## src/rtl/ariane_pkg.sv

```systemverilog
// ============================================================================
//  Module      : ariane_pkg
//  Description : Shared core types consumed by the execute-side dispatch logic.
//  Revision    : 1.0 - initial release
// ============================================================================
`default_nettype none

package ariane_pkg;

    localparam int unsigned VLEN          = 64;
    localparam bit          FP_PRESENT    = 1'b1;
    localparam int unsigned TRANS_ID_BITS = 3;

    typedef enum logic [3:0] {
        NONE,
        LOAD,
        STORE,
        ALU,
        CTRL_FLOW,
        MULT,
        CSR,
        FPU,
        FPU_VEC
    } fu_t;

    typedef struct packed {
        logic [7:0]               operation;
        logic [63:0]              operand_a;
        logic [63:0]              operand_b;
        logic [63:0]              imm;
        logic [TRANS_ID_BITS-1:0] trans_id;
    } fu_data_t;

    typedef struct packed {
        logic            valid;
        logic            predict_taken;
        logic [VLEN-1:0] predict_address;
    } branchpredict_sbe_t;

endpackage

`default_nettype wire

```

## src/rtl/fu_dispatch_pkg.sv

```systemverilog
// ============================================================================
//  Module      : fu_dispatch_pkg
//  Description : Unit-select encoding shared by the dispatch top and its decoder.
//  Revision    : 1.0 - initial release
// ============================================================================
`default_nettype none

package fu_dispatch_pkg;

    typedef struct packed {
        logic alu;
        logic branch;
        logic csr;
        logic mult;
        logic lsu;
        logic fpu;
        logic unsupported;
    } unit_sel_t;

    // Units that write back through the shared fixed-latency port in the
    // same cycle they fire, and therefore collide with a multiplier result.
    function automatic logic uses_flu_port(input unit_sel_t sel);
        return sel.alu | sel.branch | sel.csr;
    endfunction

endpackage

`default_nettype wire

```

## src/rtl/fu_dispatch_sel.sv

```systemverilog
// ============================================================================
//  Module      : fu_dispatch_sel
//  Description : Maps a functional-unit class to a one-hot unit select and
//                whether that unit can accept an instruction this cycle.
//  Revision    : 1.0 - initial release
// ============================================================================
`default_nettype none

module fu_dispatch_sel
    import ariane_pkg::*;
    import fu_dispatch_pkg::*;
#(
    parameter bit FpPresent = FP_PRESENT
) (
    input  fu_t       i_fu,
    input  logic      i_flu_ready,
    input  logic      i_lsu_ready,
    input  logic      i_fpu_ready,
    output unit_sel_t o_unit,
    output logic      o_ready
);

    always_comb begin
        o_unit  = '0;
        o_ready = 1'b0;
        case (i_fu)
            LOAD, STORE: begin
                o_unit.lsu = 1'b1;
                o_ready    = i_lsu_ready;
            end
            ALU: begin
                o_unit.alu = 1'b1;
                o_ready    = i_flu_ready;
            end
            CTRL_FLOW: begin
                o_unit.branch = 1'b1;
                o_ready       = i_flu_ready;
            end
            MULT: begin
                o_unit.mult = 1'b1;
                o_ready     = i_flu_ready;
            end
            CSR: begin
                o_unit.csr = 1'b1;
                o_ready    = i_flu_ready;
            end
            FPU, FPU_VEC: begin
                // Without an FPU the op is retired immediately and flagged.
                if (FpPresent) begin
                    o_unit.fpu = 1'b1;
                    o_ready    = i_fpu_ready;
                end else begin
                    o_unit.unsupported = 1'b1;
                    o_ready            = 1'b1;
                end
            end
            default: begin
                o_ready = 1'b1;
            end
        endcase
    end

endmodule

`default_nettype wire

```

## src/rtl/fu_dispatch.sv

```systemverilog
// ============================================================================
//  Module      : fu_dispatch
//  Description : Single-entry dispatch register firing one-cycle valid pulses
//                to the execute-stage functional units.
//  Revision    : 1.0 - initial release
// ============================================================================
`default_nettype none

module fu_dispatch
    import ariane_pkg::*;
    import fu_dispatch_pkg::*;
#(
    parameter bit          FpPresent     = FP_PRESENT,
    parameter int unsigned StallCntWidth = 32
) (
    input  logic                     clk_i,
    input  logic                     rst_ni,
    input  logic                     flush_i,
    input  logic                     issue_valid_i,
    output logic                     issue_ready_o,
    input  fu_t                      issue_fu_i,
    input  fu_data_t                 issue_data_i,
    input  logic [VLEN-1:0]          issue_pc_i,
    input  logic                     issue_is_compressed_i,
    input  branchpredict_sbe_t       issue_bp_i,
    input  logic                     flu_ready_i,
    input  logic                     lsu_ready_i,
    input  logic                     fpu_ready_i,
    output fu_data_t                 fu_data_o,
    output logic [VLEN-1:0]          pc_o,
    output logic                     is_compressed_instr_o,
    output branchpredict_sbe_t       branch_predict_o,
    output logic                     alu_valid_o,
    output logic                     branch_valid_o,
    output logic                     csr_valid_o,
    output logic                     mult_valid_o,
    output logic                     lsu_valid_o,
    output logic                     fpu_valid_o,
    output logic                     unsupported_o,
    output logic [StallCntWidth-1:0] stall_cnt_o
);

    logic                     r_valid;
    logic                     r_mult_shadow;
    fu_t                      r_fu;
    fu_data_t                 r_data;
    logic [VLEN-1:0]          r_pc;
    logic                     r_is_compressed;
    branchpredict_sbe_t       r_bp;
    logic [StallCntWidth-1:0] r_stall_cnt;

    unit_sel_t w_unit;
    logic      w_unit_ready;
    logic      w_hazard;
    logic      w_fire;
    logic      w_capture;

    fu_dispatch_sel #(
        .FpPresent (FpPresent)
    ) u_sel (
        .i_fu        (r_fu),
        .i_flu_ready (flu_ready_i),
        .i_lsu_ready (lsu_ready_i),
        .i_fpu_ready (fpu_ready_i),
        .o_unit      (w_unit),
        .o_ready     (w_unit_ready)
    );

    // A multiply fired last cycle owns the shared writeback port this cycle.
    assign w_hazard  = r_mult_shadow & uses_flu_port(w_unit);
    assign w_fire    = r_valid & w_unit_ready & ~w_hazard & ~flush_i;
    assign w_capture = issue_valid_i & issue_ready_o & ~flush_i;

    assign issue_ready_o = flush_i | ~r_valid | w_fire;

    assign alu_valid_o    = w_fire & w_unit.alu;
    assign branch_valid_o = w_fire & w_unit.branch;
    assign csr_valid_o    = w_fire & w_unit.csr;
    assign mult_valid_o   = w_fire & w_unit.mult;
    assign lsu_valid_o    = w_fire & w_unit.lsu;
    assign fpu_valid_o    = w_fire & w_unit.fpu;
    assign unsupported_o  = w_fire & w_unit.unsupported;

    assign fu_data_o             = r_data;
    assign pc_o                  = r_pc;
    assign is_compressed_instr_o = r_is_compressed;
    assign branch_predict_o      = r_bp;
    assign stall_cnt_o           = r_stall_cnt;

    always_ff @(posedge clk_i or negedge rst_ni) begin
        if (!rst_ni) begin
            r_valid       <= 1'b0;
            r_mult_shadow <= 1'b0;
        end else if (flush_i) begin
            r_valid       <= 1'b0;
            r_mult_shadow <= 1'b0;
        end else begin
            if (w_capture) begin
                r_valid <= 1'b1;
            end else if (w_fire) begin
                r_valid <= 1'b0;
            end
            r_mult_shadow <= w_fire & w_unit.mult;
        end
    end

    always_ff @(posedge clk_i or negedge rst_ni) begin
        if (!rst_ni) begin
            r_fu            <= NONE;
            r_data          <= '0;
            r_pc            <= '0;
            r_is_compressed <= 1'b0;
            r_bp            <= '0;
        end else if (w_capture) begin
            r_fu            <= issue_fu_i;
            r_data          <= issue_data_i;
            r_pc            <= issue_pc_i;
            r_is_compressed <= issue_is_compressed_i;
            r_bp            <= issue_bp_i;
        end
    end

    // Saturating: a wrapped count would hide a pathological stall.
    always_ff @(posedge clk_i or negedge rst_ni) begin
        if (!rst_ni) begin
            r_stall_cnt <= '0;
        end else if (r_valid && !w_fire && !flush_i && (r_stall_cnt != '1)) begin
            r_stall_cnt <= r_stall_cnt + {{(StallCntWidth-1){1'b0}}, 1'b1};
        end
    end

endmodule

`default_nettype wire

```

## config.mk

```make
export PLATFORM = sky130hd
export DESIGN_NAME = fu_dispatch
export DESIGN_NICKNAME = d
export VERILOG_FILES = /design/src/rtl/ariane_pkg.sv /design/src/rtl/fu_dispatch_pkg.sv /design/src/rtl/fu_dispatch_sel.sv /design/src/rtl/fu_dispatch.sv
export SDC_FILE = /design/constraint.sdc
export NUM_CORES = 1
export LEC_CHECK = 0
export BUFFER_PORTS_ARGS = -buffer_cell sky130_fd_sc_hd__buf_4
export CORE_AREA = 2 2 278 280
export DETAILED_ROUTE_END_ITERATION = 16
export DIE_AREA = 0 0 280 282
export GPL_ROUTABILITY_DRIVEN = 0
export MAX_ROUTING_LAYER = met4
export PLACE_DENSITY_LB_ADDON = 0.05
export RECOVER_POWER = 25
export SETUP_SLACK_MARGIN = 0.4
export SKIP_CTS_REPAIR_TIMING = 1
export SYNTH_ARGS = -nofsm -noshare
export SYNTH_HDL_FRONTEND = slang
export SYNTH_SLANG_ARGS = --single-unit
```

## constraint.sdc

```tcl
create_clock -name clk_i -period 2.7 [get_ports clk_i]
set_input_delay 0.135 -clock clk_i [delete_from_list [all_inputs] [get_ports clk_i]]
set_output_delay 0.135 -clock clk_i [all_outputs]
set_load 0.01 [all_outputs]
```

### After elaboration in Yosys (flattened, before gate mapping)

Cells that the tools add are included.

| word-level totals | value |
|---|---|
| word-level logic and storage cells | 64 |
| output and inout bits | 374 |
| register bits | 372 |

| cells by class | value |
|---|---|
| eq/ne operators | 9 |
| $add $sub $neg | 1 |
| bitwise operators | 20 |
| multiplexer cells | 11 |
| reduce and logical (&&, ||, !) cells | 9 |

Operators with widths:

| kind | number |
|---|---|
| adder 32 x 1 -> 32 bit (second input constant) | 1 |
| != test 32 bit (second input constant) | 1 |
| == test 4 x 3 -> 1 bit (second input constant) | 4 |
| bitwise AND 1 bit | 13 |
| 2-to-1 mux 1 bit | 9 |
| == test 4 x 2 -> 1 bit (second input constant) | 2 |
| == test 4 x 1 -> 1 bit (second input constant) | 1 |
| == test 4 bit (second input constant) | 1 |
| bitwise OR 1 bit | 4 |
| OR reduction 2 bit | 2 |
| OR reduction 4 bit | 1 |
| logical AND 1 bit | 3 |
| NOT 1 bit | 3 |
| case mux 1 bit (3 select lines) | 1 |
| nonzero test 3 bit | 1 |
| logical NOT 1 bit | 2 |
| 2-to-1 mux 2 bit | 1 |

### Longest topological paths before layout

Gate-level depths: netlist of the first run.

| logic depth | value |
|---|---|
| word-level depth | 13 |
| depth in mapped cells | 9 |

### Hierarchy

A second synthesis of the first run with hierarchy kept.

| unflattened totals | value |
|---|---|
| cell total of the unflattened synthesis | 898 |
| area total of the unflattened synthesis | 14362.5 um^2 |

By module, submodules not included:

| module | cells an instance | area each (um^2) | sequential area each (um^2) | times used |
|---|---|---|---|---|
| fu_dispatch | 879 | 14239.9 | 9308.9 | 1 |
| fu_dispatch_sel | 19 | 122.6 | 0.0 | 1 |

### Worst setup path after synthesis of the first run

No wires, ideal clock.

| path | value |
|---|---|
| kind | register -> register |
| from | reg r_fu[3] |
| to | reg r_bp (netlist bit branch_predict_o[60]) |
| setup time | 0.127 ns |
| required time | 2.573 ns |
| setup slack | 0.499 ns |
| data arrival time | 2.073 ns |
| stages on the path, launching flop included | 9 |
| path buffers | 3 |
| period minus slack after synthesis | 2.201 ns |
| cell sequence | dfrtp_1 buf_4 or4b_1 o22ai_2 a21oi_1 o211ai_2 buf_4 buf_6 mux2_1 |

| between the ends | value |
|---|---|
| longest elaborated chain between the ends | 11 |

RTL lines:

| element | RTL line | RTL |
|---|---|---|
| start: declaration | fu_dispatch.sv:45 | `fu_t r_fu;` |
| start signal: assignment | fu_dispatch.sv:115 | `r_fu <= issue_fu_i;` |
| == test 4 x 2 -> 1 bit or == test 4 x 3 -> 1 bit (tied branches) | fu_dispatch_sel.sv:26 | `case (i_fu)` |
| 2-to-1 mux 1 bit | fu_dispatch_sel.sv:26 |  |
| bitwise OR 1 bit (2 in series) | fu_dispatch_pkg.sv:23 | `return sel.alu \| sel.branch \| sel.csr;` |
| bitwise AND 1 bit | fu_dispatch.sv:70 | `assign w_hazard = r_mult_shadow & uses_flu_port(w_unit);` |
| NOT 1 bit | fu_dispatch.sv:71 | `assign w_fire = r_valid & w_unit_ready & ~w_hazard & ~flush_i;` |
| bitwise AND 1 bit * (2 in series) | fu_dispatch.sv:71 |  |
| bitwise OR 1 bit * | fu_dispatch.sv:74 | `assign issue_ready_o = flush_i \| ~r_valid \| w_fire;` |
| bitwise AND 1 bit * (2 in series) | fu_dispatch.sv:72 | `assign w_capture = issue_valid_i & issue_ready_o & ~flush_i;` |
| end signal: assignment | fu_dispatch.sv:119 | `r_bp <= issue_bp_i;` |
| end: declaration | fu_dispatch.sv:49 | `branchpredict_sbe_t r_bp;` |

Mark *: on every way between the ends. The rest lies on a longest branch, timed or not.
A chain may end at the register's enable or synchronous reset.

### Final worst setup path of the first run

| path | value |
|---|---|
| from | reg r_fu[2] |
| to | out mult_valid_o |

| between the ends | value |
|---|---|
| longest elaborated chain between the ends | 9 |

RTL lines:

| element | RTL line | RTL |
|---|---|---|
| == test 4 x 2 -> 1 bit or == test 4 x 3 -> 1 bit (tied branches) | fu_dispatch_sel.sv:26 |  |
| 2-to-1 mux 1 bit | fu_dispatch_sel.sv:26 |  |
| bitwise OR 1 bit (2 in series) | fu_dispatch_pkg.sv:23 |  |
| bitwise AND 1 bit | fu_dispatch.sv:70 |  |
| NOT 1 bit | fu_dispatch.sv:71 |  |
| bitwise AND 1 bit (2 in series) | fu_dispatch.sv:71 |  |
| bitwise AND 1 bit * | fu_dispatch.sv:79 | `assign mult_valid_o = w_fire & w_unit.mult;` |
| end: declaration | fu_dispatch.sv:36 | `output logic mult_valid_o,` |

Marked as above.

==> results of run 1 <==
-- per-stage QoR --
stage                       util  setup TNS (ns)  hold slack, ns
after floorplan                -               0         -0.1606
after global placement    0.2812               0          0.1389
after detailed placement  0.2812               0          0.1547
after CTS                 0.3009          -1.056         -0.4957
after global routing      0.3713          -53.28          0.2876
final                     0.3713          -5.588          0.3088
-- where the power goes --
group | internal [mW] | switching, mW
clock network | 3.65 | 2.51
logic | 3.48 | 2.50
registers | 6.77 | 0.690
-- cell usage after synthesis (2+ instances only) --
cell and n:
dfrtp_1 372, mux2_1 320, buf_6 24, xor2_1 24, mux2_2 19, buf_4 15, nand2_1 13, nand3_1 11
nand4_1 10, nor4_1 10, nor2_1 9, xnor2_1 8, buf_2 7, inv_1 7, nor4_2 5, and3_1 4
nor3_1 4, nor4b_2 4, a211o_1 3, nor3_2 3, nor3b_1 3, or3_1 3, or4_1 3, a21oi_1 2
nand2b_1 2, nand4b_1 2, nor2b_1 2, nor3b_2 2
-- critical path, delay by kind of cell (launching register included) --
family / cells / cell delay (ns)
buffers and inverters: 2 / 0.30
DFF: 1 / 0.39
and+or+nand+nor: 3 / 0.80
AOI/OAI and AO/OA: 2 / 0.70
-- layout make-up --
class,count,share of cell area
Antenna cell,8,0.0007123
Clock inverter,5,0.001291
Sequential cell,372,0.3313
Timing Repair Buffer,1180,0.3815
Inverter,7,0.0009349
Clock buffer,77,0.05168
Tap cell,978,0.04354
Multi-Input combinational cell,481,0.1891
-- flip-flops by register name, summed over array words and instances, names as in the netlist --
register               cells
r_mult_shadow              1
stall_cnt_o               32
branch_predict_o          66
is_compressed_instr_o      1
r_fu                       4
fu_data_o                203
pc_o                      64
r_valid                    1
-- placed cells by master (no fill, tap or decap), types with 3 or more instances in the layout --
cell type	count
nand3_1	11
buf_12	22
inv_1	7
clkinv_2	4
dfrtp_1	371
clkbuf_16	77
mux2_2	16
buf_4	758
a211o_1	3
nor3_1	3
nor2_1	9
buf_8	8
buf_16	9
mux2_4	95
clkbuf_2	3
nor4b_2	4
buf_6	9
xor2_1	24
nand4_1	10
nand2_1	12
nor3b_2	3
nor4_1	8
xnor2_1	8
nor4_2	5
clkbuf_8	10
mux2_1	228
or3_1	3
diode_2	8
or4_1	3
clkbuf_1	18
dlygate4sd3_1	341
nor3_2	4
and3_1	4
-- kinds of logic after synthesis --
group / share of synthesized area
adders and majority gates: 0.0008558
xor gates and xnor gates: 0.01917
and+or+nand+nor: 0.04451
buffers and inverters: 0.03090
other: 0.0002565
muxes: 0.2611
AOI/OAI and AO/OA: 0.006334
DFF: 0.6368
-- worst paths after layout --
check,to,startpoint,cells past startpoint,slack [ns]
setup / recovery,mult_valid_o,r_fu[2]$_DFFE_PN0P_,7,-0.18
hold / removal,r_mult_shadow$_DFF_PN0_,fpu_ready_i,5,0.31
setup reg to reg,fu_data_o[116]$_DFFE_PN0P_,r_fu[2]$_DFFE_PN0P_,12,-0.11
hold reg to reg,fu_data_o[93]$_DFFE_PN0P_,fu_data_o[93]$_DFFE_PN0P_,1,0.49
max in group asynchronous,r_fu[0]$_DFFE_PN0P_,rst_ni,3,0.29
min in group asynchronous,fu_data_o[156]$_DFFE_PN0P_,rst_ni,2,0.56
-- per-layer routing --
layer / wire, um / share of wire / global-route usage / vias to the layer above
li1: - / - / - / 5623
met4: 1290 / 0.020 / 0.04155 / 0
met1: 24110 / 0.37 / 0.1431 / 6032
met5: 0 / 0 / - / -
met3: 4845 / 0.075 / 0.06008 / 73
met2: 34150 / 0.53 / 0.2542 / 416
==> results.md, run 1 <==
- All-Layer GR Usage: 0.1432
- Max-cap violations: 1
- Slowest-stage cell, CP: or3b_4
- Post-synthesis cell count: 908
- Final WS setup: -0.1825 ns
- DR DRC count: 0
- Critical path endpoint category: output port
- DR vias: 12144
- Synthesized flop and latch total: 372
- Num CTS Buffers: 48
- Vias per cell: 3.907
- Post-synth EDFFs: 0
- Post-DP Area: 21290 um^2
- Post-synth top area share: 0.6368
- Ordered list of cells on the worst path: buf_6 -> nand3b_1 -> a211o_1 -> a211o_1 -> or3b_4 -> nor3b_2 -> buf_4
- Number of detailed-route iterations in the first pass: 6
- Rel. slew slack: -0.2115
- CP Max Fanout: 8
- Sink Count: 372
- P_leak: 13.27 nW
- Critical path type: reg -> out
- CP max stage delay: 0.44 ns
- Post-synthesis sequential area ratio: 0.6368
- Multi-input logic area: 5314 um^2
- Die extent in x: 280 um
- Tcrit/Tclk final: 1.068
- DP Wirelength: 44170 um
- Final min period: 2.883 ns
- Layout fillers: 7453
- Worst setup SP type: flip-flop
- Worst slew pin tran: 1.817 ns
- Core Area: 75700 um^2
- Post-Syn Area: 14620 um^2
- Largest net degree at the start of global routing: 73
- Worst-path clk slew: 0.05 ns
- Primary FF master, synth: dfrtp_1
- Seq. cell area: 9310 um^2
- Post-Layout Inst Area: 28110 um^2
- Clock latency at the later pin of the worst-skew pair: 0.58 ns
- Initial antenna violation count: 7
- # IOs: 719
- Post-synth ARST share: 1.000
- # rows: 101
- Post-Layout Cell Count: 3108
- Full die area: 78960 um^2
- # setup viols final: 131
- Die Span Y: 282 um
- Clock skew: 0.02535 ns
- Max Fclk: 0.3469 GHz
- Area grow syn2layout: 92.27%
- Initial DRC Count: 318
- Largest cells by area after synthesis: dfrtp_1, mux2_1, buf_6, mux2_2, xor2_1
- Starting Density: 0.1931
- Clock Tree Buf Depth: 3
- Routed Antenna Nets: 0
- Arrival @ worst endpoint: 2.75 ns
- Syn nets: 1254
- Violated checks: max-capacitance violations, max-slew violations, negative setup slack
- Hold WC Path Type: in -> reg
- Total power: 19.60 mW
- Place WS: 0.03920 ns
- Final hold violations: 0
- DR WL/cell: 20.72 um
- Vias in the first global route: 11165
- Peak supply drop: 0.3960 mV
- H-tree Lvls: 2
- RSZ-0062 raised after global routing: true
- Ys Warns: 0
- Max-slew violation count: 60
- GRT overflow: 0
- Synthesized area per cell: 16.10 um^2
- Post-synthesis cell type count: 45
- First-pass GRT wire length: 79790 um
- CP required: 2.57 ns
- Clk root buf: clkbuf_16
- Nets: 2436
- Outcome: complete, but fails checks
- Leading area contributor after synthesis: dfrtp_1
- CTS tree: yes
- CP most frequent cell: a211o_1
- DP Cell Count: 2591
- Share of cells above drive strength 1: 0.4910
- PD cells: 697.3 nW/um^2
- DRT Wirelength: 64390 um
- Port Buffer Count: 717
Power figures use the tool's default switching activity.
==> inputs of run 2 (changes only) <==
CORE_AREA = 2 2 281 283   (was 2 2 278 280)
DIE_AREA = 0 0 283 285   (was 0 0 280 282)
==> run 2 against run 1 <==
The run still ends with max-capacitance violations, max-slew violations, negative setup slack left. Via count fell by 1.8%. First-iteration DRC count down 14%. Global-route usage down 0.14 points. Non-clock buffer count fell by 48.
==> results.md, run 2 (synthesis gave the netlist of run 1 again) <==
- Outcome: complete, but fails checks
- Violated checks: max-capacitance violations, max-slew violations, negative setup slack
- Post-DP Area: 21420 um^2 (+0.62%)
- Critical path buffer and inverter count: 2 (unchanged)
- Place WS: 0.08299 ns (+0.04380 ns)
- GRT overflow: 0 (unchanged)
- Tcrit/Tclk final: 1.064 (-0.003626)
- Nets: 2388 (-2.0%)
- Ordered list of cells on the worst path: buf_6 -> nand3b_1 -> a211o_1 -> a211o_1 -> or3b_4 -> nor3b_2 -> buf_4
- Area grow syn2layout: 84.92%
- Number of detailed-route iterations in the first pass: 4 (-2)
- DP Wirelength: 44460 um (+0.65%)
- H-tree Lvls: 2 (unchanged)
- Worst-path clk slew: 0.06 ns (about the same)
- Worst slew pin tran: 1.895 ns (+0.07790 ns)
- Peak supply drop: 0.4821 mV (+22%)
- # setup viols final: 3 (-98%)
- PD cells: 714.9 nW/um^2 (+2.5%)
- Post-Layout Cell Count: 3136 (+0.90%)
- Met3 Use GR: 0.06248 (+0.002404)
- DR vias: 11922 (-1.8%)
- DP Cell Count: 2667 (+2.9%)
- CP required: 2.57 ns (about the same)
- Vias in the first global route: 11248 (+0.74%)
- Vias per cell: 3.802 (-2.7%)
- Routed Antenna Nets: 0 (unchanged)
- Max-cap violations: 1 (unchanged)
- Clk root buf: clkbuf_16
- Most frequent cells in the layout: buf_4, dfrtp_1, dlygate4sd3_1
- Hold slack: 0.2682 ns (-0.04065 ns)
- Critical path endpoint category: output port
- Post-route setup TNS: -0.3931 ns (+5.195 ns)
- Clock latency at the later pin of the worst-skew pair: 0.58 ns (about the same)
- Largest net degree at the start of global routing: 63 (-14%)
- CTS tree: yes
- Clock Tree Buf Depth: 3 (unchanged)
- Final min period: 2.873 ns (-0.009789 ns)
- Num CTS Buffers: 48 (unchanged)
- Share of cells above drive strength 1: 0.4411 (-0.04997)
- P_leak: 12.37 nW (-6.8%)
- Hold WC Path Type: in -> reg
- Initial DRC Count: 274 (-14%)
- Starting Density: 0.1875 (-0.005628)
- RSZ-0062 raised after global routing: true
- Core Area: 77970 um^2 (+3.0%)
- Max-slew violation count: 63 (+5.0%)
- Layout Utilization: 0.3467 (-0.02460)
- Port Buffer Count: 717 (unchanged)
- Final WS setup: -0.1727 ns (+0.009789 ns)
- Most common cell after layout, fill and taps aside: buf_4
- Met1 Use GR: 0.1423 (-0.0007833)
- DR DRC count: 0 (unchanged)
- DRT Wirelength: 60740 um (-5.7%)
- Full die area: 80660 um^2 (+2.1%)
- CP max stage delay: 0.44 ns (about the same)
- Met2 Track Usage GR: 0.2479 (-0.006272)
- Max Fclk: 0.3481 GHz (+0.34%)
- All-Layer GR Usage: 0.1418 (-0.001420)
- Sink Count: 372 (unchanged)
- Largest register FFs: 203 (unchanged)
- Final hold violations: 0 (unchanged)
- Slowest-stage cell, CP: or3b_4
- Worst setup SP type: flip-flop
- Die extent in x: 283 um (+1.1%)
- Arrival @ worst endpoint: 2.74 ns (about the same)
- Post-Layout Inst Area: 27030 um^2 (-3.8%)
- # IOs: 719 (unchanged)
- Clock skew: 0.01755 ns (-0.007804 ns)
- DR WL/cell: 19.37 um (-6.5%)
- Initial antenna violation count: 6 (-1)
- Delay-heaviest family, CP: simple AND/OR/NAND/NOR gates
- # rows: 103 (+2.0%)
- First-pass GRT wire length: 82030 um (+2.8%)
- Rel. slew slack: -0.2635 (-0.05193)
- Critical path type: reg -> out
- Total power: 19.32 mW (-1.4%)
- CP Max Fanout: 6 (-2)
- Gr busiest metal: met2
- Die Span Y: 285 um (+1.1%)
- CP most frequent cell: a211o_1
[run 2: tightest hold or removal path, cell delays in order]
cell and delay (ns):
buf_4 0.12, o22ai_4 0.11, a211o_1 0.19, or3b_4 0.17, nor3b_1 0.06
[run 2: path summary, 6_finish.rpt]
path                       slack, ns                       start  depth (start not counted)                          endpoint
max                            -0.17         r_fu[2]$_DFFE_PN0P_                          7                       csr_valid_o
max reg2reg                     0.09         r_fu[2]$_DFFE_PN0P_                          8         fu_data_o[22]$_DFFE_PN0P_
min in group asynchronous       0.63                      rst_ni                          2         fu_data_o[42]$_DFFE_PN0P_
max in group asynchronous       0.28                      rst_ni                          4  branch_predict_o[61]$_DFFE_PN0P_
min reg2reg                     0.49  fu_data_o[191]$_DFFE_PN0P_                          1        fu_data_o[191]$_DFFE_PN0P_
min                             0.27                 fpu_ready_i                          5           r_mult_shadow$_DFF_PN0_
[run 2: area by class of cell]
cell class	instances	area (um^2)
Timing Repair Buffer	1132	9753
Tap cell	1050	1314
Multi-Input combinational cell	481	5004
Sequential cell	372	9309
Inverter	7	26.28
Fill cell	7857	50940
Antenna cell	7	17.52
Clock buffer	78	1526
Clock inverter	9	81.33
[run 2: per-layer routing]
metal / vias to the layer above / part of all wire
li1: 5518 / -
met1: 5942 / 0.38
met2: 399 / 0.53
met3: 63 / 0.077
met4: 0 / 0.018
met5: - / 0
[run 2: power by group]
group          switching (mW)  internal (mW)  total, mW
Combinational            2.38           3.02       5.40
Sequential              0.670           6.77       7.44
Clock                    2.55           3.93       6.48
Total                    5.60           13.7       19.3
